## config.mk

```make
export PLATFORM = sky130hd
export DESIGN_NAME = shift_pipe
export DESIGN_NICKNAME = d
export VERILOG_FILES = /design/src/rtl/shift_pkg.sv /design/src/rtl/shift_level.sv /design/src/rtl/shift_pipe.sv
export SDC_FILE = /design/constraint.sdc
export NUM_CORES = 1
export LEC_CHECK = 0
export ABC_AREA = 1
export BUFFER_PORTS_ARGS = -buffer_cell sky130_fd_sc_hd__buf_2
export CAP_MARGIN = 20
export CORE_ASPECT_RATIO = 0.6
export CORE_MARGIN = 2
export CORE_UTILIZATION = 50
export CTS_BUF_LIST = sky130_fd_sc_hd__clkbuf_8
export CTS_CLUSTER_DIAMETER = 80
export CTS_CLUSTER_SIZE = 30
export DETAILED_ROUTE_END_ITERATION = 8
export PLACE_DENSITY = 0.69
export SYNTH_ARGS = -nofsm -noshare
export SYNTH_HDL_FRONTEND = slang
export SYNTH_SLANG_ARGS = --single-unit
```

## constraint.sdc

```tcl
create_clock -name clk -period 2.05 [get_ports clk]
set_clock_uncertainty 0.05 [all_clocks]
set_input_delay 0.205 -clock clk [delete_from_list [all_inputs] [get_ports clk]]
set_output_delay 0.205 -clock clk [all_outputs]
set_load 0.01 [all_outputs]
```

## src/rtl/shift_pkg.sv

```systemverilog
// ---------------------------------------------------------------------------
// shift_pkg : mode encodings and width helper for the shift_pipe slice
// Rev 1.0
// ---------------------------------------------------------------------------
`default_nettype none

package shift_pkg;

  typedef enum logic [2:0] {
    MODE_SLL = 3'b000,
    MODE_SRL = 3'b001,
    MODE_SRA = 3'b011,
    MODE_ROL = 3'b100,
    MODE_ROR = 3'b101
  } mode_e;

  function automatic int clog2(input int value);
    int r;
    r = 0;
    for (int i = 0; i < 31; i++) begin
      if ((1 << i) < value) r = i + 1;
    end
    return r;
  endfunction

endpackage

`default_nettype wire

```

## src/rtl/shift_level.sv

```systemverilog
// ---------------------------------------------------------------------------
// shift_level : one binary barrel level (left shift or left rotate by 2^LEVEL)
// Rev 1.0 -- rotate path present only with SHIFT_PIPE_ROTATE_EN
// ---------------------------------------------------------------------------
`default_nettype none

module shift_level #(
  parameter int WIDTH = 32,
  parameter int LEVEL = 0
) (
  input  logic [WIDTH-1:0] data_i,
  input  logic             amt_i,
  input  logic             fill_i,
  input  logic             rot_i,
  output logic [WIDTH-1:0] data_o
);

  localparam int SH = 1 << LEVEL;

  logic [WIDTH-1:0] shifted;

`ifdef SHIFT_PIPE_ROTATE_EN
  assign shifted = rot_i ? {data_i[WIDTH-SH-1:0], data_i[WIDTH-1:WIDTH-SH]}
                         : {data_i[WIDTH-SH-1:0], {SH{fill_i}}};
`else
  logic unused_rot;
  assign unused_rot = rot_i;
  assign shifted    = {data_i[WIDTH-SH-1:0], {SH{fill_i}}};
`endif

  assign data_o = amt_i ? shifted : data_i;

endmodule

`default_nettype wire

```

## src/rtl/shift_pipe.sv

```systemverilog
// ---------------------------------------------------------------------------
// shift_pipe : valid/ready pipelined barrel shifter over LAT register stages
// Rev 1.0 -- ROL/ROR enabled by SHIFT_PIPE_ROTATE_EN
// ---------------------------------------------------------------------------
`default_nettype none

module shift_pipe
  import shift_pkg::*;
#(
  parameter  int WIDTH = 32,
  parameter  int LAT   = 2,
  localparam int BW    = clog2(WIDTH)
) (
  input  logic             clk,
  input  logic             rst_n,
  input  logic             in_valid,
  output logic             in_ready,
  input  logic [WIDTH-1:0] A,
  input  logic [BW-1:0]    B,
  input  logic [2:0]       Mode,
  output logic             out_valid,
  input  logic             out_ready,
  output logic [WIDTH-1:0] Result,
  output logic             Zero,
  output logic             Err
);

  localparam int LEVELS = BW;
  localparam int PER    = (LEVELS + LAT - 1) / LAT;

  logic [WIDTH-1:0] a_rev;
  logic [WIDTH-1:0] dec_data;
  logic [BW-1:0]    dec_amt;
  logic             dec_fill, dec_rot, dec_rev, dec_err;

  assign a_rev = {<<{A}};

  // Right shifts run on the bit-reversed operand through the left datapath
  // and are reversed back in front of the output register.
  always_comb begin
    dec_amt  = B;
    dec_fill = 1'b0;
    dec_rot  = 1'b0;
    dec_rev  = 1'b0;
    dec_err  = 1'b0;
    case (Mode)
      MODE_SLL: dec_rev = 1'b0;
      MODE_SRL: dec_rev = 1'b1;
      MODE_SRA: begin
        dec_rev  = 1'b1;
        dec_fill = A[WIDTH-1];
      end
`ifdef SHIFT_PIPE_ROTATE_EN
      MODE_ROL: dec_rot = 1'b1;
      MODE_ROR: begin
        dec_rot = 1'b1;
        dec_rev = 1'b1;
      end
`endif
      default: begin
        dec_err = 1'b1;
        dec_amt = '0;
      end
    endcase
    dec_data = dec_rev ? a_rev : A;
  end

  for (genvar s = 0; s < LAT; s++) begin : g_stage
    localparam int FIRST = s * PER;
    localparam int NLVL  = (FIRST >= LEVELS) ? 0 :
                           ((LEVELS - FIRST < PER) ? (LEVELS - FIRST) : PER);

    logic [WIDTH-1:0] chain [NLVL+1];
    logic [WIDTH-1:0] data_d;
    logic [BW-1:0]    amt_s;
    logic             fill_s, rot_s, rev_s, err_s, up_valid, dn_adv, adv;
    logic [WIDTH-1:0] data_q;
    logic             err_q, valid_q;

    if (s == 0) begin : g_src_in
      assign chain[0] = dec_data;
      assign amt_s    = dec_amt;
      assign fill_s   = dec_fill;
      assign rot_s    = dec_rot;
      assign rev_s    = dec_rev;
      assign err_s    = dec_err;
      assign up_valid = in_valid;
    end else begin : g_src_prev
      assign chain[0] = g_stage[s-1].data_q;
      assign amt_s    = g_stage[s-1].g_mid.amt_q;
      assign fill_s   = g_stage[s-1].g_mid.fill_q;
      assign rot_s    = g_stage[s-1].g_mid.rot_q;
      assign rev_s    = g_stage[s-1].g_mid.rev_q;
      assign err_s    = g_stage[s-1].err_q;
      assign up_valid = g_stage[s-1].valid_q;
    end

    if (s == LAT - 1) begin : g_dn_out
      assign dn_adv = out_ready;
    end else begin : g_dn_next
      assign dn_adv = g_stage[s+1].adv;
    end

    assign adv = !valid_q || dn_adv;

    for (genvar j = 0; j < NLVL; j++) begin : g_level
      shift_level #(
        .WIDTH (WIDTH),
        .LEVEL (LEVELS - 1 - FIRST - j)
      ) u_level (
        .data_i (chain[j]),
        .amt_i  (amt_s[LEVELS-1-FIRST-j]),
        .fill_i (fill_s),
        .rot_i  (rot_s),
        .data_o (chain[j+1])
      );
    end

    if (s == LAT - 1) begin : g_out
      logic [WIDTH-1:0] data_rev;
      logic             zero_q;
      logic             unused_ctl;

      assign data_rev   = {<<{chain[NLVL]}};
      assign data_d     = rev_s ? data_rev : chain[NLVL];
      assign unused_ctl = ^{amt_s, fill_s, rot_s};

      always_ff @(posedge clk or negedge rst_n) begin
        if (!rst_n)                zero_q <= 1'b0;
        else if (adv && up_valid)  zero_q <= (data_d == '0);
      end
    end else begin : g_mid
      logic [BW-1:0] amt_q;
      logic          fill_q, rot_q, rev_q;

      assign data_d = chain[NLVL];

      always_ff @(posedge clk or negedge rst_n) begin
        if (!rst_n) begin
          amt_q  <= '0;
          fill_q <= 1'b0;
          rot_q  <= 1'b0;
          rev_q  <= 1'b0;
        end else if (adv && up_valid) begin
          amt_q  <= amt_s;
          fill_q <= fill_s;
          rot_q  <= rot_s;
          rev_q  <= rev_s;
        end
      end
    end

    always_ff @(posedge clk or negedge rst_n) begin
      if (!rst_n) begin
        valid_q <= 1'b0;
        data_q  <= '0;
        err_q   <= 1'b0;
      end else if (adv) begin
        valid_q <= up_valid;
        if (up_valid) begin
          data_q <= data_d;
          err_q  <= err_s;
        end
      end
    end
  end

  assign in_ready  = g_stage[0].adv;
  assign out_valid = g_stage[LAT-1].valid_q;
  assign Result    = g_stage[LAT-1].data_q;
  assign Err       = g_stage[LAT-1].err_q;
  assign Zero      = g_stage[LAT-1].g_out.zero_q;

endmodule

`default_nettype wire

```

==> results.md <==
- Status: completed
- CTS buffer count: 9
- Dpl cells: 1029
- Slew Limit Fails: 0
- Final setup vio count: 0
- Avg WL per Cell: 14.9 µm
- Worst-path clk slew: 0.07 ns
- Vias in the first global route: 5201
- Non-Filler Instances: 1043
- Total Routing Usage GR: 29.3%
- Initial antenna violation count: 0
- H-tree lvl count: 3
- CORE AREA: 9910 µm²
- Dominant cell type by area after synthesis: dfrtp_1
- Layout cells sized above 1: 14.3%
- Sequential-to-total area share from yosys stat: 35.6%
- CP max FO: 31
- Synthesized area per cell: 6.11 µm²
- Worst-margin pin slew: 0.559 ns
- Most frequent CP cell: nand2_1
- Clock Tree Buf Depth: 2
- Crit path buf inv count: 1
- Starting density of the core: 51.7%
- Clock Sinks: 73
- First-pass GRT wire length: 25.6 mm
- Gr ovfl total: 0
- DP HPWL: 11.9 mm
- Flops & latches, synth: 73
- Fin. Hold Viols: 0
- CP arrival: 2.02 ns
- Req. time, crit path: 2.24 ns
- Post-synth EDFFs: 0
- Critical Path End Type: flip-flop
- Fin crit period: 1.83 ns
- Die Footprint: 11100 µm²
- Tcrit/Tclk final: 89.4%
- Critical path's slowest cell: dfrtp_1
- CP startpoint kind: flip-flop
- Worst-path cell chain: buf_4 > nand2_1 > nand3_1 > nand2_1 > o21ai_0 > nor2_1 > nand3_1 > nor2_1 > nand2_1 > nand2_1
- Vias per cell: 5.50
- Crit path max-delay family: simple AND/OR/NAND/NOR gates
- Total number of vias: 5732
- # port buffers: 79
- CTS tree: done
- # rows: 28
- Setup TNS: 0 ns
- CP max stage delay: 0.39 ns
- P_sw: 0.00217 W
- Peak supply drop: 679 µV
- Post-synth top cells: 403 x nand2_1, 101 x nand3_1, 73 x dfrtp_1
- Worst setup margin: 0.218 ns
- Slew headroom: 62.3%
- Top cells by area, synth: dfrtp_1 36%, nand2_1 29%, nand3_1 9.9%, o21ai_0 6.7%, o21ai_1 2.9%
- Hold Crit Class: primary input to flip-flop
- DR DRC count: 0
- Power Internal: 0.00307 W
- Clock Power Share: 17.9%
- Post-synthesis cell type count: 25
- Post-detailed-route count of antenna-violating nets: 0
- Layout Nets: 950
- Top-count cell post-synth: nand2_1
- Reg power frac: 40.6%
- 1st-iter DRT viols: 542
- YS warnings: 0
- Leakage: 3.12 nW
- Ys async rst share: 100%
- Gate power share: 41.6%
- RSZ-0062 raised after global routing: no
- Max frequency: 546 MHz
- Area growth syn-to-layout: 13.7%
- Die width: 135 µm
- Gp weighted congestion: 0.955
- Post-place setup slack: 0.105 ns
- Net count after synthesis: 884
- Setup Crit Path Kind: flip-flop to flip-flop
- Top-area cell type share of the netlist area: 35.6%
- Worst-skew pair later-pin latency: 0.35 ns
- Cells after Synth: 840
- Main flop type after synthesis: dfrtp_1
- Switch share: 41.4%
- DRT Pass-1 Iters: 5
- Chip Height: 82.5 µm
- I/O pins: 80
- Routed wire length: 15.5 mm
- PwrDens: 898 nW/µm²
- Number of max-cap violations: 0
- Ant diodes: 0
- CTS root buf: clkbuf_8
- Post-Syn Area: 5130 µm²
- Largest net degree at the start of global routing: 74
==> power groups by stage <==
stage | sequential [W] | combinational, W | clock [W]
2_1_floorplan | 0.00222 | 0.00130 | 0
3_3_place_gp | 0.00213 | 0.00213 | 0
3_5_place_dp | 0.00214 | 0.00216 | 0
4_1_cts | 0.00212 | 0.00217 | 0.000955
5_1_grt | 0.00217 | 0.00249 | 0.00101
6_report | 0.00212 | 0.00218 | 0.000936
==> repair_timing <==
item                       4_1_cts  5_1_grt
hold buffers                     1        0
setup buffers                    0        0
gates resized for setup          0        2
setup endpoints to repair        0        1
hold endpoints to repair        73        0
==> area by class of cell <==
type	count	area (µm²)
Clock inverter	3	12.5
Inverter	37	141
Fill cell	1012	4080
Tap cell	135	169
Timing Repair Buffer	104	623
Sequential cell	73	1830
Multi-Input combinational cell	681	2920
Clock buffer	10	138
==> metrics by stage <==
stage                     total power [W]  cell area, µm²  hold WS, ns  utilization (%)
after global placement            0.00426            5670        0.209             57.2
final                             0.00524            5830       0.0521             58.8
after global routing              0.00568            5830       0.0675             58.8
after detailed placement          0.00430            5670        0.222             57.2
after floorplan                   0.00353            5130       -0.141                -
after CTS                         0.00524            5830       0.0381             58.8
==> cells in the final DEF (no fill, tap or decap), drive strengths merged, types with 3 or more instances in the layout <==
cell type / netlist / layout
nor2: 43 / 43
a31oi: 3 / 3
inv: 37 / 39
clkbuf: 16 / 10
o211ai: 7 / 7
dfrtp: 73 / 73
o21ai: 99 / 99
nand3: 101 / 101
nand2: 406 / 406
o22ai: 3 / 3
a21oi: 15 / 15
or2: 3 / 3
buf: 33 / 103
==> worst reg2reg max path, cell delays in order, from the launching register on <==
cell and delay, ns:
dfrtp_1 0.39, buf_4 0.32, nand2_1 0.12, nand3_1 0.10
nand2_1 0.09, o21ai_0 0.26, nor2_1 0.09, nand3_1 0.13
nor2_1 0.06, nand2_1 0.06, nand2_1 0.05
==> path summary, 6_finish.rpt <==
path / endpoint / depth (start not counted) / from / slack (ns)
max in group asynchronous: g_stage[0].data_q[20] / 3 / rst_n / 1.23
worst max register to register: Zero / 10 / g_stage[0].g_mid.amt_q[1] / 0.22
worst max-delay path: Zero / 10 / g_stage[0].g_mid.amt_q[1] / 0.22
worst min-delay path: g_stage[0].g_mid.amt_q[1] / 3 / B[1] / 0.05
worst min register to register: Result[7] / 2 / Result[7] / 0.43
min in group asynchronous: Result[12] / 3 / rst_n / 0.33
==> registers in the layout (all words and copies together) (netlist names) <==
name	cells
g_stage.g_mid.rev_q	1
Err	1
Zero	1
g_stage.g_mid.fill_q	1
g_stage.valid_q	1
out_valid	1
g_stage.err_q	1
g_stage.data_q	32
g_stage.g_mid.amt_q	2
Result	32
==> metal layers <==
layer	vias to the layer above	part of all wire, %	track usage [%]
met4	0	0.34	4.42
met5	-	0	0
met2	260	40	41.8
met3	7	10	8.12
li1	2836	-	-
met1	2629	50	44.7
==> kinds of logic (layout without fill, tap and decap cells) <==
logic type             after synthesis  in the layout  synth area share, %
AND/OR/NAND/NOR                    553            553                 43.6
flip-flops                          73             73                 35.6
AO/OA/AOI/OAI                      127            127                 13.2
multiplexers                         1              1                0.195
buffers and inverters               86            154                 7.41
No activity file was read; power rests on OpenSTA's default activity.
